`config.mk`:
```
export PLATFORM = sky130hd
export DESIGN_NAME = diffeq_seq_controller_flat
export DESIGN_NICKNAME = d
export VERILOG_FILES = /design/src/rtl/diffeq_seq_controller_if.sv /design/src/rtl/diffeq_seq_controller.sv /design/src/flat_wrapper.sv
export SDC_FILE = /design/constraint.sdc
export NUM_CORES = 1
export LEC_CHECK = 0
export CORE_MARGIN = 2
export CORE_UTILIZATION = 30
export CTS_CLUSTER_SIZE = 25
export DETAILED_ROUTE_END_ITERATION = 6
export PLACE_DENSITY = 0.64
export SKIP_LAST_GASP = 1
export SLEW_MARGIN = 25
export SYNTH_ARGS = -nofsm -noshare
export SYNTH_HDL_FRONTEND = slang
export SYNTH_SLANG_ARGS = --single-unit
```
`constraint.sdc`:
```
create_clock -name clk -period 2.75 [get_ports clk]
set_clock_uncertainty 0.15 [all_clocks]
set_input_delay 0.55 -clock clk [delete_from_list [all_inputs] [get_ports clk]]
set_output_delay 0.55 -clock clk [all_outputs]
set_load 0.05 [all_outputs]
```
`src/rtl/diffeq_seq_controller_if.sv`:
```
// Handshake and control bundle between the operand/datapath side and the solver sequencer.
// slave: the controller; master: the environment driving operands and datapath status.
interface diffeq_seq_controller_if #(
  parameter int NUM_OPERANDS = 4,
  parameter int NUM_STAGES   = 4,
  parameter int ITER_W       = 8
);
  localparam int SEL_W = (NUM_OPERANDS > 1) ? $clog2(NUM_OPERANDS) : 1;
  localparam int STG_W = (NUM_STAGES > 1) ? $clog2(NUM_STAGES) : 1;

  logic                    start;
  logic                    op_valid;
  logic [SEL_W-1:0]        op_sel;
  logic                    ready;
  logic                    compute_done;
  logic                    continue_while;
  logic                    result_ack;
  logic [NUM_OPERANDS-1:0] load_en;
  logic [1:0]              state;
  logic [STG_W-1:0]        stage;
  logic                    stage_start;
  logic [ITER_W-1:0]       iter_count;
  logic                    valid;
  logic                    overflow;
  logic                    timeout;

  modport master (
    output start, op_valid, op_sel, ready, compute_done, continue_while, result_ack,
    input  load_en, state, stage, stage_start, iter_count, valid, overflow, timeout
  );

  modport slave (
    input  start, op_valid, op_sel, ready, compute_done, continue_while, result_ack,
    output load_en, state, stage, stage_start, iter_count, valid, overflow, timeout
  );
endinterface

```
`src/rtl/diffeq_seq_controller.sv`:
```
// Sequencer for the differential-equation datapath: operand load, N-stage compute loop, bounded iterations.
// Optional per-stage watchdog enabled by defining DIFFEQ_WATCHDOG_EN.
module diffeq_seq_controller #(
  parameter int NUM_OPERANDS = 4,
  parameter int NUM_STAGES   = 4,
  parameter int MAX_ITER     = 16,
  parameter int ITER_W       = 8,
  parameter int WDOG_CYCLES  = 64
) (
  input logic                    clk,
  input logic                    reset_n,
  diffeq_seq_controller_if.slave bus
);
  localparam int SEL_W = (NUM_OPERANDS > 1) ? $clog2(NUM_OPERANDS) : 1;
  localparam int STG_W = (NUM_STAGES > 1) ? $clog2(NUM_STAGES) : 1;

  typedef enum logic [1:0] {
    S_IDLE    = 2'd0,
    S_READ    = 2'd1,
    S_COMPUTE = 2'd2,
    S_DONE    = 2'd3
  } state_e;

  state_e                  state_q, state_d;
  logic [NUM_OPERANDS-1:0] load_en_q, load_en_d;
  logic [STG_W-1:0]        stage_q, stage_d;
  logic                    stage_start_q, stage_start_d;
  logic [ITER_W-1:0]       iter_q, iter_d;
  logic                    valid_q, valid_d;
  logic                    ovf_q, ovf_d;
  logic                    tmo_q, tmo_d;

  logic              last_stage;
  logic [ITER_W:0]   iter_inc;
  logic              iter_more;
  logic              op_in_range;
  logic              wdog_fire;

  assign last_stage  = (stage_q == STG_W'(NUM_STAGES - 1));
  assign iter_inc    = {1'b0, iter_q} + (ITER_W+1)'(1);
  assign iter_more   = (iter_inc < (ITER_W+1)'(MAX_ITER));
  assign op_in_range = ({1'b0, bus.op_sel} < (SEL_W+1)'(NUM_OPERANDS));

`ifdef DIFFEQ_WATCHDOG_EN
  localparam int WD_W = $clog2(WDOG_CYCLES + 1);
  logic [WD_W-1:0] wdog_q, wdog_d;

  // Expiry loses to a compute_done in the same cycle.
  assign wdog_fire = (state_q == S_COMPUTE) && !bus.compute_done &&
                     (wdog_q == WD_W'(WDOG_CYCLES - 1));

  always_comb begin
    wdog_d = wdog_q;
    if (stage_start_d)               wdog_d = '0;
    else if (state_q == S_COMPUTE)   wdog_d = wdog_q + WD_W'(1);
  end

  always_ff @(posedge clk or negedge reset_n) begin
    if (!reset_n) wdog_q <= '0;
    else          wdog_q <= wdog_d;
  end
`else
  logic unused_wdog_cfg;
  assign unused_wdog_cfg = (WDOG_CYCLES != 0);
  assign wdog_fire       = 1'b0;
`endif

  always_ff @(posedge clk or negedge reset_n) begin
    if (!reset_n) begin
      state_q       <= S_IDLE;
      load_en_q     <= '0;
      stage_q       <= '0;
      stage_start_q <= 1'b0;
      iter_q        <= '0;
      valid_q       <= 1'b0;
      ovf_q         <= 1'b0;
      tmo_q         <= 1'b0;
    end else begin
      state_q       <= state_d;
      load_en_q     <= load_en_d;
      stage_q       <= stage_d;
      stage_start_q <= stage_start_d;
      iter_q        <= iter_d;
      valid_q       <= valid_d;
      ovf_q         <= ovf_d;
      tmo_q         <= tmo_d;
    end
  end

  always_comb begin
    state_d = state_q;
    case (state_q)
      S_IDLE:    if (bus.start) state_d = S_READ;
      S_READ:    if (bus.ready) state_d = S_COMPUTE;
      S_COMPUTE: begin
        if (bus.compute_done) begin
          if (last_stage && !(bus.continue_while && iter_more)) state_d = S_DONE;
        end else if (wdog_fire) begin
          state_d = S_DONE;
        end
      end
      S_DONE:    if (bus.result_ack) state_d = S_IDLE;
      default:   state_d = S_IDLE;
    endcase
  end

  always_comb begin
    load_en_d     = '0;
    stage_d       = stage_q;
    stage_start_d = 1'b0;
    iter_d        = iter_q;
    valid_d       = valid_q;
    ovf_d         = ovf_q;
    tmo_d         = tmo_q;
    case (state_q)
      S_READ: begin
        // A load request coinciding with ready still gets its pulse.
        if (bus.op_valid && op_in_range) load_en_d = NUM_OPERANDS'(1) << bus.op_sel;
        if (bus.ready) begin
          stage_d       = '0;
          stage_start_d = 1'b1;
          iter_d        = '0;
          valid_d       = 1'b0;
          ovf_d         = 1'b0;
          tmo_d         = 1'b0;
        end
      end
      S_COMPUTE: begin
        if (bus.compute_done) begin
          if (!last_stage) begin
            stage_d       = stage_q + STG_W'(1);
            stage_start_d = 1'b1;
          end else begin
            iter_d = iter_inc[ITER_W-1:0];
            if (bus.continue_while && iter_more) begin
              stage_d       = '0;
              stage_start_d = 1'b1;
            end else begin
              // Still wanting to loop here means the limit forced the exit.
              valid_d = 1'b1;
              ovf_d   = bus.continue_while;
            end
          end
        end else if (wdog_fire) begin
          valid_d = 1'b1;
          tmo_d   = 1'b1;
        end
      end
      S_DONE:  if (bus.result_ack) valid_d = 1'b0;
      default: ;
    endcase
  end

  assign bus.load_en     = load_en_q;
  assign bus.state       = state_q;
  assign bus.stage       = stage_q;
  assign bus.stage_start = stage_start_q;
  assign bus.iter_count  = iter_q;
  assign bus.valid       = valid_q;
  assign bus.overflow    = ovf_q;
  assign bus.timeout     = tmo_q;
endmodule

```
`src/flat_wrapper.sv`:
```
// flat-port wrapper written by rule: the top's interface ports become plain ports
module diffeq_seq_controller_flat 
#(
  parameter int NUM_OPERANDS = 4,
  parameter int NUM_STAGES   = 4,
  parameter int MAX_ITER     = 16,
  parameter int ITER_W       = 8,
  parameter int WDOG_CYCLES  = 64
)
  (clk, reset_n, bus_start, bus_op_valid, bus_op_sel, bus_ready, bus_compute_done, bus_continue_while, bus_result_ack, bus_load_en, bus_state, bus_stage, bus_stage_start, bus_iter_count, bus_valid, bus_overflow, bus_timeout);
  diffeq_seq_controller_if #(.NUM_OPERANDS(NUM_OPERANDS), .NUM_STAGES(NUM_STAGES), .ITER_W(ITER_W)) bus_i ();
  input logic clk;
  input logic reset_n;
  input wire logic [$bits(bus_i.start)-1:0] bus_start;
  input wire logic [$bits(bus_i.op_valid)-1:0] bus_op_valid;
  input wire logic [$bits(bus_i.op_sel)-1:0] bus_op_sel;
  input wire logic [$bits(bus_i.ready)-1:0] bus_ready;
  input wire logic [$bits(bus_i.compute_done)-1:0] bus_compute_done;
  input wire logic [$bits(bus_i.continue_while)-1:0] bus_continue_while;
  input wire logic [$bits(bus_i.result_ack)-1:0] bus_result_ack;
  output wire logic [$bits(bus_i.load_en)-1:0] bus_load_en;
  output wire logic [$bits(bus_i.state)-1:0] bus_state;
  output wire logic [$bits(bus_i.stage)-1:0] bus_stage;
  output wire logic [$bits(bus_i.stage_start)-1:0] bus_stage_start;
  output wire logic [$bits(bus_i.iter_count)-1:0] bus_iter_count;
  output wire logic [$bits(bus_i.valid)-1:0] bus_valid;
  output wire logic [$bits(bus_i.overflow)-1:0] bus_overflow;
  output wire logic [$bits(bus_i.timeout)-1:0] bus_timeout;
  assign bus_i.start = bus_start;
  assign bus_i.op_valid = bus_op_valid;
  assign bus_i.op_sel = bus_op_sel;
  assign bus_i.ready = bus_ready;
  assign bus_i.compute_done = bus_compute_done;
  assign bus_i.continue_while = bus_continue_while;
  assign bus_i.result_ack = bus_result_ack;
  assign bus_load_en = bus_i.load_en;
  assign bus_state = bus_i.state;
  assign bus_stage = bus_i.stage;
  assign bus_stage_start = bus_i.stage_start;
  assign bus_iter_count = bus_i.iter_count;
  assign bus_valid = bus_i.valid;
  assign bus_overflow = bus_i.overflow;
  assign bus_timeout = bus_i.timeout;
  diffeq_seq_controller #(.NUM_OPERANDS(NUM_OPERANDS), .NUM_STAGES(NUM_STAGES), .MAX_ITER(MAX_ITER), .ITER_W(ITER_W), .WDOG_CYCLES(WDOG_CYCLES)) u_core (.clk(clk), .reset_n(reset_n), .bus(bus_i));
endmodule
```
==> results by group, run 1 <==
Placement
  • Post-DP HPWL: 1.95 mm
  • Dpl cells: 194
  • Pre-CTS WS: 0.496 ns
  • Gp weighted congestion: 0.832
  • Port Buffers: 28
  • Placed Area: roughly 1500 µm²

Critical path
  • CP startpoint: u_core.bus.iter_count[5]$_DFFE_PN0P_
  • Slowest stage cell on the critical path: clkdlybuf4s50_1
  • Worst Path Arrival: between 1.5 and 2 ns
  • Critical Path Source Type: flip-flop
  • RR Startpoint: u_core.bus.iter_count[0]$_DFFE_PN0P_
  • Worst endpoint required time: just over 2 ns
  • Crit Path Class: flip-flop to output pin
  • R2R Setup Slk: ~0.47 ns
  • CP Buf/Inv Count: 1
  • Family with the most delay on the worst path: buffers and inverters
  • CP Max Fanout: 11
  • Crit end category: output pin
  • Critical path cell sequence: clkdlybuf4s50_1
  • CP max stage delay: a little under 0.9 ns

Synthesis
  • Async SR Flop Fraction: 1.00
  • Count of cell types in the netlist: 34
  • Ranking of synthesized cells by area: dfrtp_1 41%, ha_1 7.5%, nand3_1 4.7%
  • EDFF count, synth: 0
  • Synth top area share: 0.409
  • Seq cells post-synth: 19
  • Top cells by count, synth: 19 x dfrtp_1, 14 x nand2_1, 11 x nand3_1, 9 x o21ai_0
  • Syn_nets: between 100 and 150
  • Avg Inst Size Synth: about 9.4 µm²
  • Syn. warnings: 0
  • Syn Inst Count: 123
  • Top FF cell, synth: dfrtp_1
  • Top-count cell post-synth: dfrtp_1
  • Sequential share of the synthesized area: 0.409
  • Largest area contributor in the netlist: dfrtp_1
  • Mapped cell area: approximately 1200 µm²

Power
  • Combinational Power Share: 0.564
  • Pwr dens: 867 nW/µm²
  • Sw power: around 0.00063 W
  • Pint: slightly below 0.0007 W
  • Part of the power in registers: 0.288
  • Peak VDD IR: 0.353 mV
  • P_leak: roughly 0.63 nW
  • Clock power frac: 0.148
  • Sw Share: 0.483

Timing
  • RSZ-0062 raised after global routing: false
  • Final Max Slew Viols: 0
  • Final setup fails: 0
  • Max Freq: 422 MHz
  • Slew HR: 0.665
  • Least-Margin Pin Slew: 0.501 ns
  • Final Worst Setup Slack: roughly 0.38 ns
  • Final worst path period share: 0.861
  • Min cycle time layout: ~2.4 ns
  • Final hold vios: 0
  • Sum of negative setup slack: 0 ns

Layout
  • Fraction of layout cells with a size suffix above 1: 0.0600
  • Fin nets: around 170
  • # diodes: 0
  • Area growth, synth to finish: 29.6%
  • Final Non-Filler Cells: between 150 and 200
  • Post-layout util: 0.408
  • Finished Cell Area: roughly 1500 µm²

CTS
  • Clk pin slew, worst setup/hold paths: 0.07 ns
  • Max clock buf depth: 2
  • CTS tree: done
  • Cts hold-fix bufs: 0
  • Post-CTS Resized: 0
  • CTS buffer count: 3
  • Postcts setup bufs: 0
  • Clock Latency Late Sink: 0.25 ns
  • H-tree depth: 1
  • Clock Tree Root: clkbuf_8
  • TritonCTS Sinks: 19

Detailed routing
  • DRC: 0
  • WL final: 2.68 mm
  • ANT nets after route: 0
  • DRT iter0 DRCs: 99
  • WL per Instance: between 10 and 15 µm
  • Via-per-instance ratio: 5.19
  • Detailed Routing Iterations Pass 1: 4
  • Vias: 1,028

Job
  • Max_cap viols: 0

Global route
  • Grt total ovfl: 0
  • Vias in the first global route: slightly above 900
  • GRT Total Usage: 0.134
  • First-pass GRT wire length: between 4 and 5 mm
  • Initial antenna violation count: 0
  • Largest net degree at the start of global routing: 20

Floorplanning
  • Die Wd: around 66 µm
  • Total I/O pin count: 30
  • Initial core utilization: 0.315
  • Row count: 22
  • Core ar.: roughly 3700 µm²
  • DIE AREA: between 4000 and 5000 µm²
  • Die Y: roughly 66 µm

Hold path
  • HP Class: flip-flop to flip-flop
  • Min-delay src: u_core.bus.iter_count[7]$_DFFE_PN0P_

Outcome
  • Status: complete, no violations
-- worst paths after layout --
kind,cells past startpoint,to
setup reg to reg,6,u_core.bus.stage[1]$_DFFE_PN0P_
setup / recovery,1,bus_iter_count[5]
max in group asynchronous,2,u_core.bus.state[0]$_DFFE_PN0P_
hold / removal,1,u_core.bus.iter_count[7]$_DFFE_PN0P_
hold reg to reg,1,u_core.bus.iter_count[7]$_DFFE_PN0P_
min in group asynchronous,2,u_core.bus.load_en[3]$_DFF_PN0_
-- routing by layer --
| layer | global-route usage | share of wire |
|---|---|---|
| met5 | 0 | 0 |
| met2 | 0.213 | 0.49 |
| met3 | 0.0170 | 0.039 |
| met4 | 0.0714 | 0.019 |
| met1 | 0.175 | 0.45 |
-- sequential cells by signal (all words and copies together), names as in the netlist --
register / flops
u_core.bus.valid: 1
u_core.bus.load_en: 4
u_core.bus.overflow: 1
u_core.bus.iter_count: 8
u_core.bus.stage: 2
u_core.bus.state: 2
u_core.bus.stage_start: 1
-- stage by stage --
stage,hold slack (ns),power (W)
after floorplan,0.104,0.000892
after global placement,0.355,0.00110
after detailed placement,0.372,0.00111
after CTS,0.390,0.00132
after global routing,0.418,0.00140
final,0.385,0.00131
-- power groups by stage --
stage / sequential [W] / combinational [W] / clock [W]
2_1_floorplan: 0.000539 / 0.000353 / 0
3_3_place_gp: 0.000378 / 0.000719 / 0
3_5_place_dp: 0.000381 / 0.000731 / 0
4_1_cts: 0.000377 / 0.000739 / 0.000199
5_1_grt: 0.000384 / 0.000802 / 0.000217
6_report: 0.000376 / 0.000737 / 0.000193
-- cell usage in the layout (no fill, tap or decap), types with 3 or more instances in the layout --
cell              n
dfrtp_1          19
and3_1            3
nand4_1           4
o21ai_0           9
nand2b_1          4
a31oi_1           4
nand2_1          14
nor2_1            6
clkdlybuf4s50_1  28
o31ai_1           4
nor3_1            3
inv_1             5
ha_1              7
nand3_1          11
a21oi_1           7
clkbuf_8          3
-- logic make-up after synthesis --
group	Yosys count	synth area share
other cells	1	0.00323
simple gates	51	0.242
compound gates	33	0.203
fa+ha+maj	7	0.0754
flops	19	0.409
buf+inv	11	0.0582
mux	1	0.00862
-- layout make-up --
| type | count | area, µm² |
|---|---|---|
| Multi-Input combinational cell | 93 | 618 |
| Timing Repair Buffer | 29 | 288 |
| Tap cell | 48 | 60.1 |
| Clock buffer | 4 | 45.0 |
| Fill cell | 363 | 2180 |
| Inverter | 5 | 18.8 |
| Sequential cell | 19 | 475 |
(Power assumes the default switching activity.)
==> run 2: changes to the inputs <==
ABC_AREA = 1   (was not set)
CELL_PAD_IN_SITES_DETAIL_PLACEMENT = 0   (was not set)
CELL_PAD_IN_SITES_GLOBAL_PLACEMENT = 1   (was not set)
PLACE_DENSITY = 0.8   (was 0.64)
==> run 2 against run 1 <==
Compared with the run above: sequential power is 5.6% higher; synthesized area is 0.75% lower; design area grew 0.67%; synthesized cell count grew 18%; sequential cell count did not move; core utilization up 0.27 points; sequential share of layout area down 0.21 points; critical endpoint is now bus_iter_count[2].
==> results by group, run 2 <==
Floorplanning
  • Core ar.: 3690 µm²
  • Row count: 22
  • Die Y: 66.0 µm
  • DIE AREA: 4350 µm²
  • Initial core utilization: 0.312
  • Total I/O pin count: 30
  • Die Wd: about 66 µm

Synthesis
  • EDFF count, synth: 0
  • Syn_nets: between 150 and 200
  • Sequential share of the synthesized area: 0.413
  • Avg Inst Size Synth: just under 8 µm²
  • Top FF cell, synth: dfrtp_1
  • Async SR Flop Fraction: 1.00
  • Syn. warnings: 0
  • Top cells by count, synth: 35 x nand2_1, 19 x dfrtp_1, 18 x inv_1, 15 x nand3_1, 10 x nor2_1
  • Ranking of synthesized cells by area: dfrtp_1 41%, nand2_1 11%, ha_1 7.6%
  • Syn Inst Count: roughly 150
  • Synth top area share: 0.413
  • Top-count cell post-synth: nand2_1
  • Seq cells post-synth: 19
  • Count of cell types in the netlist: 24
  • Mapped cell area: about 1200 µm²
  • Largest area contributor in the netlist: dfrtp_1

Timing
  • RSZ-0062 raised after global routing: false
  • Final setup fails: 0
  • Final Max Slew Viols: 0
  • Slew HR: 0.660
  • Min cycle time layout: 2.28 ns
  • Max Freq: around 440 MHz
  • Final worst path period share: 0.829
  • Least-Margin Pin Slew: a little over 0.5 ns
  • Final hold vios: 0
  • Sum of negative setup slack: 0 ns

Job
  • Max_cap viols: 0

Placement
  • Placed Area: 1470 µm²
  • Gp weighted congestion: 0.800
  • Port Buffers: 28
  • Post-DP HPWL: between 1.5 and 2 mm
  • Dpl cells: between 200 and 250

Global route
  • Grt total ovfl: 0
  • Vias in the first global route: between 900 and 1,000
  • Largest net degree at the start of global routing: 20
  • First-pass GRT wire length: roughly 4.2 mm
  • GRT Total Usage: 0.126
  • Initial antenna violation count: 0

Critical path
  • Critical Path Source Type: flip-flop
  • Critical path cell sequence: clkdlybuf4s50_1
  • CP Buf/Inv Count: 1
  • CP Max Fanout: 7
  • CP max stage delay: about 0.85 ns
  • RR Startpoint: u_core.bus.state[0]$_DFFE_PN0P_
  • Worst endpoint required time: around 2.1 ns
  • Slowest stage cell on the critical path: clkdlybuf4s50_1
  • Family with the most delay on the worst path: buffers and inverters
  • CP startpoint: u_core.bus.iter_count[2]$_DFFE_PN0P_
  • Worst Path Arrival: between 1.5 and 2 ns
  • Crit end category: output pin
  • Crit Path Class: flip-flop to output pin

Power
  • Pwr dens: between 900 and 1000 nW/µm²
  • P_leak: 0.716 nW
  • Peak VDD IR: 0.448 mV

Layout
  • Final Non-Filler Cells: ~220
  • Most frequent cells in the layout: 35 x nand2_1, 28 x clkdlybuf4s50_1, 19 x dfrtp_1
  • Fraction of layout cells with a size suffix above 1: 0.120
  • # diodes: 0
  • Area growth, synth to finish: 31.5%
  • Most common cell after layout, fill and taps aside: nand2_1
  • Finished Cell Area: ~1500 µm²
  • Max reg flops: 8
  • Fin nets: ~190

Detailed routing
  • DRC: 0
  • WL per Instance: 11.1 µm
  • Via-per-instance ratio: 4.52
  • Detailed Routing Iterations Pass 1: 3
  • WL final: about 2.5 mm
  • ANT nets after route: 0
  • Vias: 1,009
  • DRT iter0 DRCs: 62

Outcome
  • Status: complete, no violations

Hold path
  • HP Class: flip-flop to flip-flop
  • Min-delay src: u_core.bus.overflow$_DFFE_PN0P_

CTS
  • Clock Tree Root: clkbuf_8
  • Cts hold-fix bufs: 0
  • CTS buffer count: 3
  • CTS tree: done
  • Postcts setup bufs: 0
  • TritonCTS Sinks: 19
  • Clock Latency Late Sink: 0.25 ns
  • Max clock buf depth: 2
  • Post-CTS Resized: 0
  • Clk pin slew, worst setup/hold paths: 0.07 ns
  • H-tree depth: 1
-- run 2: changes by cell type in the layout (fill, tap and decap cells not counted), sizes merged, moves of 3 or more --
cell and change:
a31oi -4, o31ai -4, nand2b -4, a21oi -3, nand2 +28, nand3 +4
inv +15, nor3 +3, o21ai -5, nor2 +10
-- run 2: power breakdown --
group / switching, W / total, W / internal [W]
sequential: 0.0000605 / 0.000397 / 0.000337
combinational: 0.000571 / 0.000828 / 0.000258
clock: 0.0000915 / 0.000194 / 0.000103
-- run 2: final timing paths --
check                                                        to  slack (ns)  cells past startpoint
max in group asynchronous       u_core.bus.state[0]$_DFFE_PN0P_        1.77                      2
max                                           bus_iter_count[2]        0.47                      1
max reg2reg                u_core.bus.iter_count[3]$_DFFE_PN0P_        0.49                     10
min in group asynchronous  u_core.bus.iter_count[4]$_DFFE_PN0P_        0.48                      2
min                             u_core.bus.overflow$_DFFE_PN0P_        0.34                      2
min reg2reg                     u_core.bus.overflow$_DFFE_PN0P_        0.34                      2
-- run 2: metal layers --
metal / wire [µm] / part of all wire / GRT usage / vias to the layer above
met1: 1090 / 0.44 / 0.143 / 465
met5: 0 / 0 / 0 / -
met2: 1210 / 0.49 / 0.223 / 20
met4: 44 / 0.018 / 0.0612 / 0
li1: - / - / - / 519
met3: 118 / 0.048 / 0.0256 / 5
-- run 2: cell type report --
type	instances	area (µm²)
Fill cell	395	2170
Multi-Input combinational cell	103	572
Sequential cell	19	475
Timing Repair Buffer	29	288
Inverter	20	75.1
Tap cell	48	60.1
Clock buffer	4	45.0
-- run 2: cells by family (layout without fill, tap and decap cells) --
| logic type | Yosys count | in the layout | synth area share |
|---|---|---|---|
| AOI/OAI and AO/OA | 11 | 11 | 0.0608 |
| other | 1 | 1 | 0.00325 |
| DFF | 19 | 19 | 0.413 |
| buffers and inverters | 23 | 53 | 0.0912 |
| adders and majority gates | 7 | 7 | 0.0760 |
| and+or+nand+nor | 84 | 84 | 0.356 |
-- run 2: stage by stage --
step / hold WS [ns] / setup slack, ns / power (W) / utilization
finish: 0.342 / 0.470 / 0.00142 / 0.411
global route: 0.396 / 0.332 / 0.00152 / 0.411
floorplan: 0.104 / 0.621 / 0.00104 / -
CTS: 0.343 / 0.473 / 0.00144 / 0.411
global placement: 0.317 / 0.599 / 0.00121 / 0.399
detailed placement: 0.324 / 0.507 / 0.00124 / 0.399
==> run 3: changes to the inputs <==
PLACE_DENSITY = 0.82   (was 0.8)
clock period = 1.9 ns   (was 2.75 ns; I/O delays follow)
==> run 3 against run 2 <==
Compared with the run above: non-clock buffer count grew 13; first-iteration DRC count decreased by 71%; combinational power grew 90%; global-route usage grew 0.44 points; sequential power increased by 49%; clock power up 48%; clock-buffer cell count unchanged; setup slack worse by 0.40 ns; critical endpoint is now u_core.bus.iter_count[2]$_DFFE_PN0P_; largest power group unchanged.
==> results by group, run 3 (synthesis gave the netlist of run 2 again) <==
Outcome
  • Status: complete, no violations

Floorplanning
  • DIE AREA: about 4400 µm²
  • Row count: 22
  • Total I/O pin count: 30
  • Die Y: around 66 µm
  • Core ar.: about 3700 µm²
  • Die Wd: around 66 µm
  • Initial core utilization: 0.312

Timing
  • Final setup fails: 0
  • Final Max Slew Viols: 0
  • Sum of negative setup slack: 0 ns
  • Final worst path period share: 0.962
  • Min cycle time layout: about 1.8 ns
  • Max Freq: between 500 and 600 MHz
  • Final hold vios: 0

Detailed routing
  • DRT iter0 DRCs: 18
  • Detailed Routing Iterations Pass 1: 4
  • DRC: 0
  • WL per Instance: 11.4 µm
  • Vias: ~1,100
  • WL final: approximately 2.7 mm
  • ANT nets after route: 0
  • Via-per-instance ratio: around 4.6

Global route
  • Largest net degree at the start of global routing: 20
  • Met2 usage: 0.215
  • Initial antenna violation count: 0
  • Met3 Use GR: 0.0102
  • Grt total ovfl: 0
  • Vias in the first global route: about 1,000
  • GRT Total Usage: 0.130
  • GRT busiest layer: met2
  • First-pass GRT wire length: ~4.5 mm
  • GRT met1 Usage: 0.179

Critical path
  • Crit end category: flip-flop
  • R2R Setup Slk: around 0.071 ns
  • CP Max Fanout: 7
  • Worst Reg-to-Reg Cells: 9
  • Worst Path Arrival: 1.85 ns
  • Critical Path Source Type: flip-flop
  • Critical path cell sequence: inv_2 > ha_1 > inv_1 > nor2_4 > inv_2 > nor2_4 > buf_6 > a21oi_1 > a211oi_2
  • CP max stage delay: around 0.42 ns
  • Slowest stage cell on the critical path: dfrtp_2
  • Family with the most delay on the worst path: flip-flops
  • Worst flop-to-flop path endpoint: u_core.bus.iter_count[2]$_DFFE_PN0P_
  • RR Startpoint: u_core.bus.state[1]$_DFFE_PN0P_
  • CP Buf/Inv Count: 4
  • Crit Path Class: flip-flop to flip-flop
  • Worst endpoint required time: ~1.9 ns

Hold path
  • HP Class: input pin to asynchronous set/reset pin

CTS
  • Max clock buf depth: 2
  • Cts hold-fix bufs: 0
  • Clock Latency Late Sink: about 0.26 ns
  • TritonCTS Sinks: 19
  • H-tree depth: 1
  • CTS tree: done
  • Clock Tree Root: clkbuf_8
  • Clk pin slew, worst setup/hold paths: approximately 0.07 ns
  • CTS buffer count: 3

Power
  • Pwr dens: approximately 1500 nW/µm²
  • P_leak: slightly above 0.8 nW
  • Peak VDD IR: between 0.5 and 0.6 mV
  • Pwr Total: ~0.0025 W

Layout
  • Area growth, synth to finish: 41.3%
  • Fin nets: around 210
  • Max reg flops: 8
  • Fraction of layout cells with a size suffix above 1: 0.335
  • # diodes: 0
  • Most common cell after layout, fill and taps aside: nand2_1
  • Most frequent cells in the layout: 35 x nand2_1, 27 x buf_4, 16 x inv_1

Placement
  • Gp weighted congestion: 0.751
  • Port Buffers: 28
  • Post-DP HPWL: between 1.5 and 2 mm

Job
  • Max_cap viols: 0
run 3: timing repair:
item | CTS | global route
hold endpoints to repair | 0 | 0
gates resized for setup | 0 | 10
buffers inserted | 0 | 8
setup endpoints to repair | 0 | 13
run 3: worst max-delay path by stage:
stage | depth (start not counted) | end | startpoint
floorplan | 11 | u_core.bus.iter_count[0]$_DFFE_PN0P_ | u_core.bus.state[0]$_DFFE_PN0P_
finish | 9 | u_core.bus.iter_count[2]$_DFFE_PN0P_ | u_core.bus.state[1]$_DFFE_PN0P_
global placement | 8 | u_core.bus.iter_count[3]$_DFFE_PN0P_ | bus_compute_done
CTS | 10 | u_core.bus.iter_count[3]$_DFFE_PN0P_ | u_core.bus.state[0]$_DFFE_PN0P_
global route | 11 | u_core.bus.iter_count[2]$_DFFE_PN0P_ | u_core.bus.state[0]$_DFFE_PN0P_
detailed placement | 8 | u_core.bus.iter_count[3]$_DFFE_PN0P_ | bus_compute_done
run 3: final cells by class:
class,count,area (µm²)
Clock buffer,4,45.0
Fill cell,377,2060
Inverter,20,75.1
Multi-Input combinational cell,103,587
Sequential cell,19,483
Tap cell,48,60.1
Timing Repair Buffer,42,378
run 3: where the power goes:
group	switching, W	total (W)	internal (W)
clock	0.000139	0.000288	0.000149
sequential	0.0000942	0.000591	0.000497
combinational	0.000924	0.00157	0.000648
run 3: metrics by stage:
stage / hold slack (ns) / utilization / worst slack (ns) / area, µm² / cells
floorplan: -0.0656 / - / -0.00792 / 1160 / 145
global placement: 0.318 / 0.404 / -0.0530 / 1490 / 224
detailed placement: 0.318 / 0.404 / -0.102 / 1490 / 224
CTS: 0.315 / 0.416 / 0.0197 / 1540 / 228
global route: 0.330 / 0.441 / -0.0459 / 1630 / 236
finish: 0.301 / 0.441 / 0.0714 / 1630 / 236
run 3: layer usage:
layer	wire length, µm	vias up	share of wire
li1	-	545	-
met1	1210	511	0.45
met2	1320	33	0.49
met3	104	6	0.039
met4	51	0	0.019
met5	0	-	0
